$ cat src/rtl/hazard_scoreboard_if.sv
// Decoder <-> hazard unit bundle.
//   master : D-stage decoder / E-stage MDU side; drives register fields, Tuse/Tnew and MDU
//            controls; receives stall_D, fwd_rs_D, fwd_rt_D and md_busy.
//   slave  : hazard_scoreboard; the reverse directions.
// FW is the forwarding-select width, clog2(NUM_STAGES+1).
interface hazard_scoreboard_if #(
  parameter int unsigned REG_AW = 5,
  parameter int unsigned TW     = 3,
  parameter int unsigned FW     = 2
);
  logic [REG_AW-1:0] rs_D;
  logic [REG_AW-1:0] rt_D;
  logic [TW-1:0]     Tuse_rs;
  logic [TW-1:0]     Tuse_rt;
  logic              we_D;
  logic [REG_AW-1:0] dest_D;
  logic [TW-1:0]     Tnew_D;
  logic              md_use_D;
  logic              md_start;
  logic              md_is_div;
  logic              stall_D;
  logic [FW-1:0]     fwd_rs_D;
  logic [FW-1:0]     fwd_rt_D;
  logic              md_busy;

  modport master (
    output rs_D, rt_D, Tuse_rs, Tuse_rt, we_D, dest_D, Tnew_D, md_use_D, md_start, md_is_div,
    input  stall_D, fwd_rs_D, fwd_rt_D, md_busy
  );

  modport slave (
    input  rs_D, rt_D, Tuse_rs, Tuse_rt, we_D, dest_D, Tnew_D, md_use_D, md_start, md_is_div,
    output stall_D, fwd_rs_D, fwd_rt_D, md_busy
  );
endinterface

$ cat src/rtl/hazard_scoreboard.sv
// Tuse/Tnew hazard unit for the pipelined MIPS core.
// A shift-register scoreboard holds one entry per stage after D (1=E .. NUM_STAGES) with the
// destination register and the remaining cycles until its result is forwardable. From it the
// unit derives stall_D and the D-stage forwarding source for rs/rt, and it interlocks HI/LO
// readers against a busy countdown for the mult/div unit.
// Ports:
//   clk   : pipeline clock
//   reset : synchronous, active-high; clears scoreboard and MDU countdown
//   bus   : hazard_scoreboard_if.slave (D-stage fields in, stall/forward/busy out)
module hazard_scoreboard #(
  parameter int unsigned NUM_STAGES    = 3,
  parameter int unsigned REG_AW        = 5,
  parameter int unsigned TW            = 3,
  parameter int unsigned MD_MUL_CYCLES = 5,
  parameter int unsigned MD_DIV_CYCLES = 10,
  parameter int unsigned CW            = 4,
  localparam int unsigned FW           = $clog2(NUM_STAGES + 1)
) (
  input  logic               clk,
  input  logic               reset,
  hazard_scoreboard_if.slave bus
);

  // Scoreboard state, index k = stage k after D
  logic [NUM_STAGES:1] valid_q, valid_d;
  logic [REG_AW-1:0]   addr_q [1:NUM_STAGES];
  logic [REG_AW-1:0]   addr_d [1:NUM_STAGES];
  logic [TW-1:0]       tnew_q [1:NUM_STAGES];
  logic [TW-1:0]       tnew_d [1:NUM_STAGES];
  logic [CW-1:0]       cnt_q, cnt_d;

  logic          rs_hit, rt_hit;
  logic [FW-1:0] rs_k, rt_k;
  logic [TW-1:0] rs_tnew, rt_tnew;
  logic          md_busy;
  logic          mdu_stall;
  logic          stall;

  // Nearest-match search. Walking from the oldest stage down to stage 1 lets the youngest
  // matching entry overwrite older ones, so older writes to the same register are shadowed.
  always_comb begin
    rs_hit  = 1'b0;
    rs_k    = '0;
    rs_tnew = '0;
    rt_hit  = 1'b0;
    rt_k    = '0;
    rt_tnew = '0;
    for (int k = int'(NUM_STAGES); k >= 1; k--) begin
      if (bus.Tuse_rs != '1 && bus.rs_D != '0 && valid_q[k] && addr_q[k] == bus.rs_D) begin
        rs_hit  = 1'b1;
        rs_k    = FW'(k);
        rs_tnew = tnew_q[k];
      end
      if (bus.Tuse_rt != '1 && bus.rt_D != '0 && valid_q[k] && addr_q[k] == bus.rt_D) begin
        rt_hit  = 1'b1;
        rt_k    = FW'(k);
        rt_tnew = tnew_q[k];
      end
    end
  end

  always_comb begin
    md_busy   = (cnt_q != '0);
    mdu_stall = bus.md_use_D && (bus.md_start || md_busy);
    stall     = (rs_hit && (rs_tnew > bus.Tuse_rs)) ||
                (rt_hit && (rt_tnew > bus.Tuse_rt)) ||
                mdu_stall;
  end

  // Forward selects are driven regardless of stall; the pipeline ignores them while stalled.
  assign bus.stall_D  = stall;
  assign bus.fwd_rs_D = (rs_hit && rs_tnew == '0) ? rs_k : '0;
  assign bus.fwd_rt_D = (rt_hit && rt_tnew == '0) ? rt_k : '0;
  assign bus.md_busy  = md_busy;

  // Shift: stage 1 takes the D instruction (or a bubble on stall); older entries advance with
  // a saturating tnew decrement; the last entry falls off.
  always_comb begin
    valid_d    = '0;
    valid_d[1] = bus.we_D && (bus.dest_D != '0) && !stall;
    addr_d[1]  = bus.dest_D;
    tnew_d[1]  = bus.Tnew_D;
    for (int k = 2; k <= int'(NUM_STAGES); k++) begin
      valid_d[k] = valid_q[k-1];
      addr_d[k]  = addr_q[k-1];
      tnew_d[k]  = (tnew_q[k-1] == '0) ? '0 : tnew_q[k-1] - TW'(1);
    end
  end

  // MDU countdown; a start while already busy is ignored.
  always_comb begin
    cnt_d = cnt_q;
    if (bus.md_start && cnt_q == '0) begin
      cnt_d = bus.md_is_div ? CW'(MD_DIV_CYCLES) : CW'(MD_MUL_CYCLES);
    end else if (cnt_q != '0) begin
      cnt_d = cnt_q - CW'(1);
    end
  end

  always_ff @(posedge clk) begin
    if (reset) begin
      valid_q <= '0;
      addr_q  <= '{default: '0};
      tnew_q  <= '{default: '0};
      cnt_q   <= '0;
    end else begin
      valid_q <= valid_d;
      addr_q  <= addr_d;
      tnew_q  <= tnew_d;
      cnt_q   <= cnt_d;
    end
  end

endmodule

$ cat src/flat_wrapper.sv
// flat-port wrapper written by rule: the top's interface ports become plain ports
module hazard_scoreboard_flat 
#(
  parameter int unsigned NUM_STAGES    = 3,
  parameter int unsigned REG_AW        = 5,
  parameter int unsigned TW            = 3,
  parameter int unsigned MD_MUL_CYCLES = 5,
  parameter int unsigned MD_DIV_CYCLES = 10,
  parameter int unsigned CW            = 4,
  localparam int unsigned FW           = $clog2(NUM_STAGES + 1)
)
  (clk, reset, bus_rs_D, bus_rt_D, bus_Tuse_rs, bus_Tuse_rt, bus_we_D, bus_dest_D, bus_Tnew_D, bus_md_use_D, bus_md_start, bus_md_is_div, bus_stall_D, bus_fwd_rs_D, bus_fwd_rt_D, bus_md_busy);
  hazard_scoreboard_if #(.REG_AW(REG_AW), .TW(TW), .FW(2)) bus_i ();
  input  logic clk;
  input  logic reset;
  input wire logic [$bits(bus_i.rs_D)-1:0] bus_rs_D;
  input wire logic [$bits(bus_i.rt_D)-1:0] bus_rt_D;
  input wire logic [$bits(bus_i.Tuse_rs)-1:0] bus_Tuse_rs;
  input wire logic [$bits(bus_i.Tuse_rt)-1:0] bus_Tuse_rt;
  input wire logic [$bits(bus_i.we_D)-1:0] bus_we_D;
  input wire logic [$bits(bus_i.dest_D)-1:0] bus_dest_D;
  input wire logic [$bits(bus_i.Tnew_D)-1:0] bus_Tnew_D;
  input wire logic [$bits(bus_i.md_use_D)-1:0] bus_md_use_D;
  input wire logic [$bits(bus_i.md_start)-1:0] bus_md_start;
  input wire logic [$bits(bus_i.md_is_div)-1:0] bus_md_is_div;
  output wire logic [$bits(bus_i.stall_D)-1:0] bus_stall_D;
  output wire logic [$bits(bus_i.fwd_rs_D)-1:0] bus_fwd_rs_D;
  output wire logic [$bits(bus_i.fwd_rt_D)-1:0] bus_fwd_rt_D;
  output wire logic [$bits(bus_i.md_busy)-1:0] bus_md_busy;
  assign bus_i.rs_D = bus_rs_D;
  assign bus_i.rt_D = bus_rt_D;
  assign bus_i.Tuse_rs = bus_Tuse_rs;
  assign bus_i.Tuse_rt = bus_Tuse_rt;
  assign bus_i.we_D = bus_we_D;
  assign bus_i.dest_D = bus_dest_D;
  assign bus_i.Tnew_D = bus_Tnew_D;
  assign bus_i.md_use_D = bus_md_use_D;
  assign bus_i.md_start = bus_md_start;
  assign bus_i.md_is_div = bus_md_is_div;
  assign bus_stall_D = bus_i.stall_D;
  assign bus_fwd_rs_D = bus_i.fwd_rs_D;
  assign bus_fwd_rt_D = bus_i.fwd_rt_D;
  assign bus_md_busy = bus_i.md_busy;
  hazard_scoreboard #(.NUM_STAGES(NUM_STAGES), .REG_AW(REG_AW), .TW(TW), .MD_MUL_CYCLES(MD_MUL_CYCLES), .MD_DIV_CYCLES(MD_DIV_CYCLES), .CW(CW)) u_core (.clk(clk), .reset(reset), .bus(bus_i));
endmodule
$ cat config.mk
export PLATFORM = sky130hd
export DESIGN_NAME = hazard_scoreboard_flat
export DESIGN_NICKNAME = d
export VERILOG_FILES = /design/src/rtl/hazard_scoreboard_if.sv /design/src/rtl/hazard_scoreboard.sv /design/src/flat_wrapper.sv
export SDC_FILE = /design/constraint.sdc
export NUM_CORES = 1
export LEC_CHECK = 0
export ABC_AREA = 1
export BUFFER_PORTS_ARGS = -buffer_cell sky130_fd_sc_hd__buf_2
export CORE_UTILIZATION = 61
export DETAILED_ROUTE_END_ITERATION = 10
export PLACE_DENSITY_LB_ADDON = 0.08
export SLEW_MARGIN = 10
export SYNTH_ARGS = -nofsm -noshare
export SYNTH_HDL_FRONTEND = slang
export SYNTH_SLANG_ARGS = --single-unit
$ cat constraint.sdc
create_clock -name clk -period 4.42 [get_ports clk]
set_input_delay 0.221 -clock clk [delete_from_list [all_inputs] [get_ports clk]]
set_output_delay 0.221 -clock clk [all_outputs]
set_load 0.01 [all_outputs]
==> impl_metrics.env <==
export IMPL_yosysWarnings=0
export IMPL_grt_max_degree=24
export IMPL_p_per_area_mw_per_mm2=294.4
export IMPL_tightestPinTransition_ns=0.4881
export IMPL_worst_setup_path_start_kind="register"
export IMPL_cts_resized_gates=0
export IMPL_syn_area_per_cell_um2=6.212
export IMPL_relSlewSlack_pct=67.05
export IMPL_pwr_share_clk_pct=21.9
export IMPL_hold_buffers=0
export IMPL_drive_gt1_share_pct=18.65
export IMPL_seqCellArea_um2=620.6
export IMPL_hold_path_class="in -> reg"
export IMPL_drt_initial_drc_count=123
export IMPL_rsz0062_at_grt="false"
export IMPL_path_max_fanout=5
export IMPL_antenna_found_initial=0
export IMPL_syn_inst=345
export IMPL_fin_crit_sh_pct=62.51
export IMPL_wl_per_cell_um=11.66
export IMPL_synthXorXnorAreaFrac_pct=3.269
export IMPL_detail_route_first_pass_iterations=5
export IMPL_switching_share_pct=35.67
export IMPL_coreArea_mm2=0.003363
export IMPL_port_buffers=35
export IMPL_grt_pass1_wl_mm=7.866
export IMPL_track_usage_pct=29.69
export IMPL_p_seq_share_pct=46.5
export IMPL_drc=0
export IMPL_initial_core_util_pct=63.73
export IMPL_async_reset_ff_share_pct=0
export IMPL_cts_tree="built"
export IMPL_nets=427
export IMPL_post_cts_buffers=0
export IMPL_die_area_mm2=0.003755
export IMPL_final_cells=432
export IMPL_final_util_pct=71.91
export IMPL_h_tree_depth=2
export IMPL_cts_sinks=31
export IMPL_synth_compound_area_share_pct=8.465
export IMPL_cts_made_buffers=5
export IMPL_wl_mm=5.037
export IMPL_ys_seq_area_share_pct=28.96
export IMPL_path_clk_slew_ns=0.09
export IMPL_ff2ff_path_depth=17
export IMPL_p_comb_share_pct=31.5
export IMPL_timing_setup_tns_ns=0
export IMPL_setup_ws_ns=1.657
export IMPL_synth_nets=387
export IMPL_path_class="reg -> out"
export IMPL_dp_cells=424
export IMPL_min_to="u_core.tnew_q[7]"
export IMPL_min_period_ns=2.763
export IMPL_status="complete, no violations"
export IMPL_fin_skew_ns=0.01524
export IMPL_finalSetupViolCount=0
export IMPL_power_internal_mw=0.4580
export IMPL_syn_cell_area_mm2=0.002143
export IMPL_max_cap_violations=0
export IMPL_muxShareOfSynthArea_pct=0
export IMPL_grt_pass1_vias=1838
export IMPL_min_from="bus_Tnew_D[1]"
export IMPL_dp_hpwl_mm=4.147
export IMPL_final_cell_mix="93 x nand2_1, 52 x inv_1, 48 x nor2_1"
export IMPL_cp_arrival_ns=2.54
export IMPL_rr_startpoint="u_core.addr_d[3]"
export IMPL_die_x_um=61.28
export IMPL_r2r_end="u_core.valid_q[1]"
export IMPL_rrSetupSlack_ns=2.15
export IMPL_antenna_cells=0
export IMPL_root_buffer="clkbuf_4"
export IMPL_switchingPower_mw=0.2540
export IMPL_ioPinCount=36
export IMPL_ys_types=33
export IMPL_synthAdderAreaFrac_pct=7.005
export IMPL_clock_fmax_ghz=0.3620
export IMPL_place_congestion=0.9959
export IMPL_ir_drop_v=0.0003009
export IMPL_max_clock_path_buffers=2
export IMPL_synth_top_family_by_area="simple AND/OR/NAND/NOR gates"
export IMPL_drv_slew=0
export IMPL_dpl_worst_slack_ns=2.045
export IMPL_row_count=21
export IMPL_hold_viol_final=0
export IMPL_clkLatencyLatePin_ns=0.34
export IMPL_yosys_register_bits=31
export IMPL_required_ns=4.20
export IMPL_endpoint_kind="output port"
export IMPL_synth_edff_count=0
export IMPL_via_count=2207
export IMPL_p_leak_nw=1.320
export IMPL_grt_overflow_total=0
export IMPL_fill_cells=331
export IMPL_final_common_cell="nand2_1"
export IMPL_viasPerCell=5.109
export IMPL_multi_input_area_mm2=0.001261
export IMPL_yosys_area_share_simple_pct=40.11
export IMPL_synth_main_ff_cell="dfxtp_1"
export IMPL_area_delta_synth_final_pct=12.84
export IMPL_die_h_um=61.28
export IMPL_drtAntennaViolNets=0
export IMPL_whs_path_depth=3
==> power groups by stage <==
stage,sequential [mW],clock [mW],combinational (mW)
6_report,0.331,0.156,0.225
5_1_grt,0.335,0.174,0.262
4_1_cts,0.331,0.161,0.225
3_5_place_dp,0.337,0,0.225
3_3_place_gp,0.336,0,0.214
2_1_floorplan,0.331,0,0.160
==> final cells by class <==
class | count | share of cell area [%]
clock inverter | 1 | 0.2069
timing repair buffer | 35 | 7.243
inverter | 66 | 10.50
multi-input combinational | 246 | 52.15
sequential | 31 | 25.66
tap | 46 | 2.380
clock buffer | 7 | 1.862
==> worst max-delay path by stage <==
stage | start | end | slack [ns] | depth (start not counted)
floorplan | u_core.addr_d[9] | bus_stall_D | 2.40 | 14
global placement | u_core.addr_d[3] | bus_stall_D | 2.09 | 17
detailed placement | u_core.addr_d[3] | bus_stall_D | 2.05 | 17
CTS | u_core.addr_d[3] | bus_stall_D | 1.67 | 17
global route | u_core.addr_d[3] | bus_stall_D | 1.35 | 17
finish | u_core.addr_d[3] | bus_stall_D | 1.66 | 17
==> flip-flops by register name (all words and copies together), names as in the netlist <==
name and count:
u_core.addr_d 10, u_core.addr_q 5, u_core.cnt_q 4, u_core.tnew_q 9
u_core.valid_q 3
==> worst max-delay path, cell delays in order, from the launching register on <==
cell and delay [ns]:
dfxtp_1 0.45, inv_2 0.07, nand2_1 0.09, nand2_1 0.06, nor2_1 0.11, nand3b_1 0.16
nand4_1 0.13, nand3_1 0.07, nand2_1 0.08, inv_1 0.04, ha_1 0.30, nand2_1 0.06
nor2_1 0.08, nor2_1 0.04, a32oi_1 0.14, nand2_1 0.08, nand3_1 0.12, buf_2 0.14
==> synth_stat cells, types with 2 or more instances <==
cell type	number	area share (%)
o21ai_1	3	0.70
nor3_1	5	1.2
xnor2_1	4	1.6
o21ai_0	10	2.3
inv_1	52	9.1
inv_2	11	1.9
nand3_1	17	4.0
dfxtp_1	31	29
a21oi_1	8	1.9
clkbuf_1	2	0.35
a31oi_1	2	0.58
nand2_2	8	2.3
nand4_1	14	4.1
nand3b_1	2	0.70
nor2_2	4	1.2
ha_1	12	7.0
nand2_1	93	16
xor2_1	4	1.6
nor2_1	48	8.4
o22ai_1	2	0.58
==> cell families after synthesis <==
kind of cell             count (synthesis)
AO/OA/AOI/OAI                           31
AND/OR/NAND/NOR                        195
adder cells (fa/ha/maj)                 12
XOR/XNOR                                 8
buffers and inverters                   68
flip-flops                              31
==> routing by layer <==
metal	up-vias	part of all wire (%)	track usage, %	wire length, um
li1	1166	-	-	-
met1	951	46	38.23	2332
met2	77	45	47.36	2251
met3	13	7.1	8.613	357
met4	0	1.9	10.71	96
met5	-	0	0	0
==> metrics by stage <==
step                      total power, mW  hold slack, ns  cell area, um^2
final                              0.7120         0.08684             2419
after global routing               0.7706         0.08014             2419
after CTS                          0.7174         0.07082             2419
after detailed placement           0.5614          0.4078             2369
after global placement             0.5501          0.4027             2369
after floorplan                    0.4917          0.2901             2143
(Power assumes the default switching activity.)
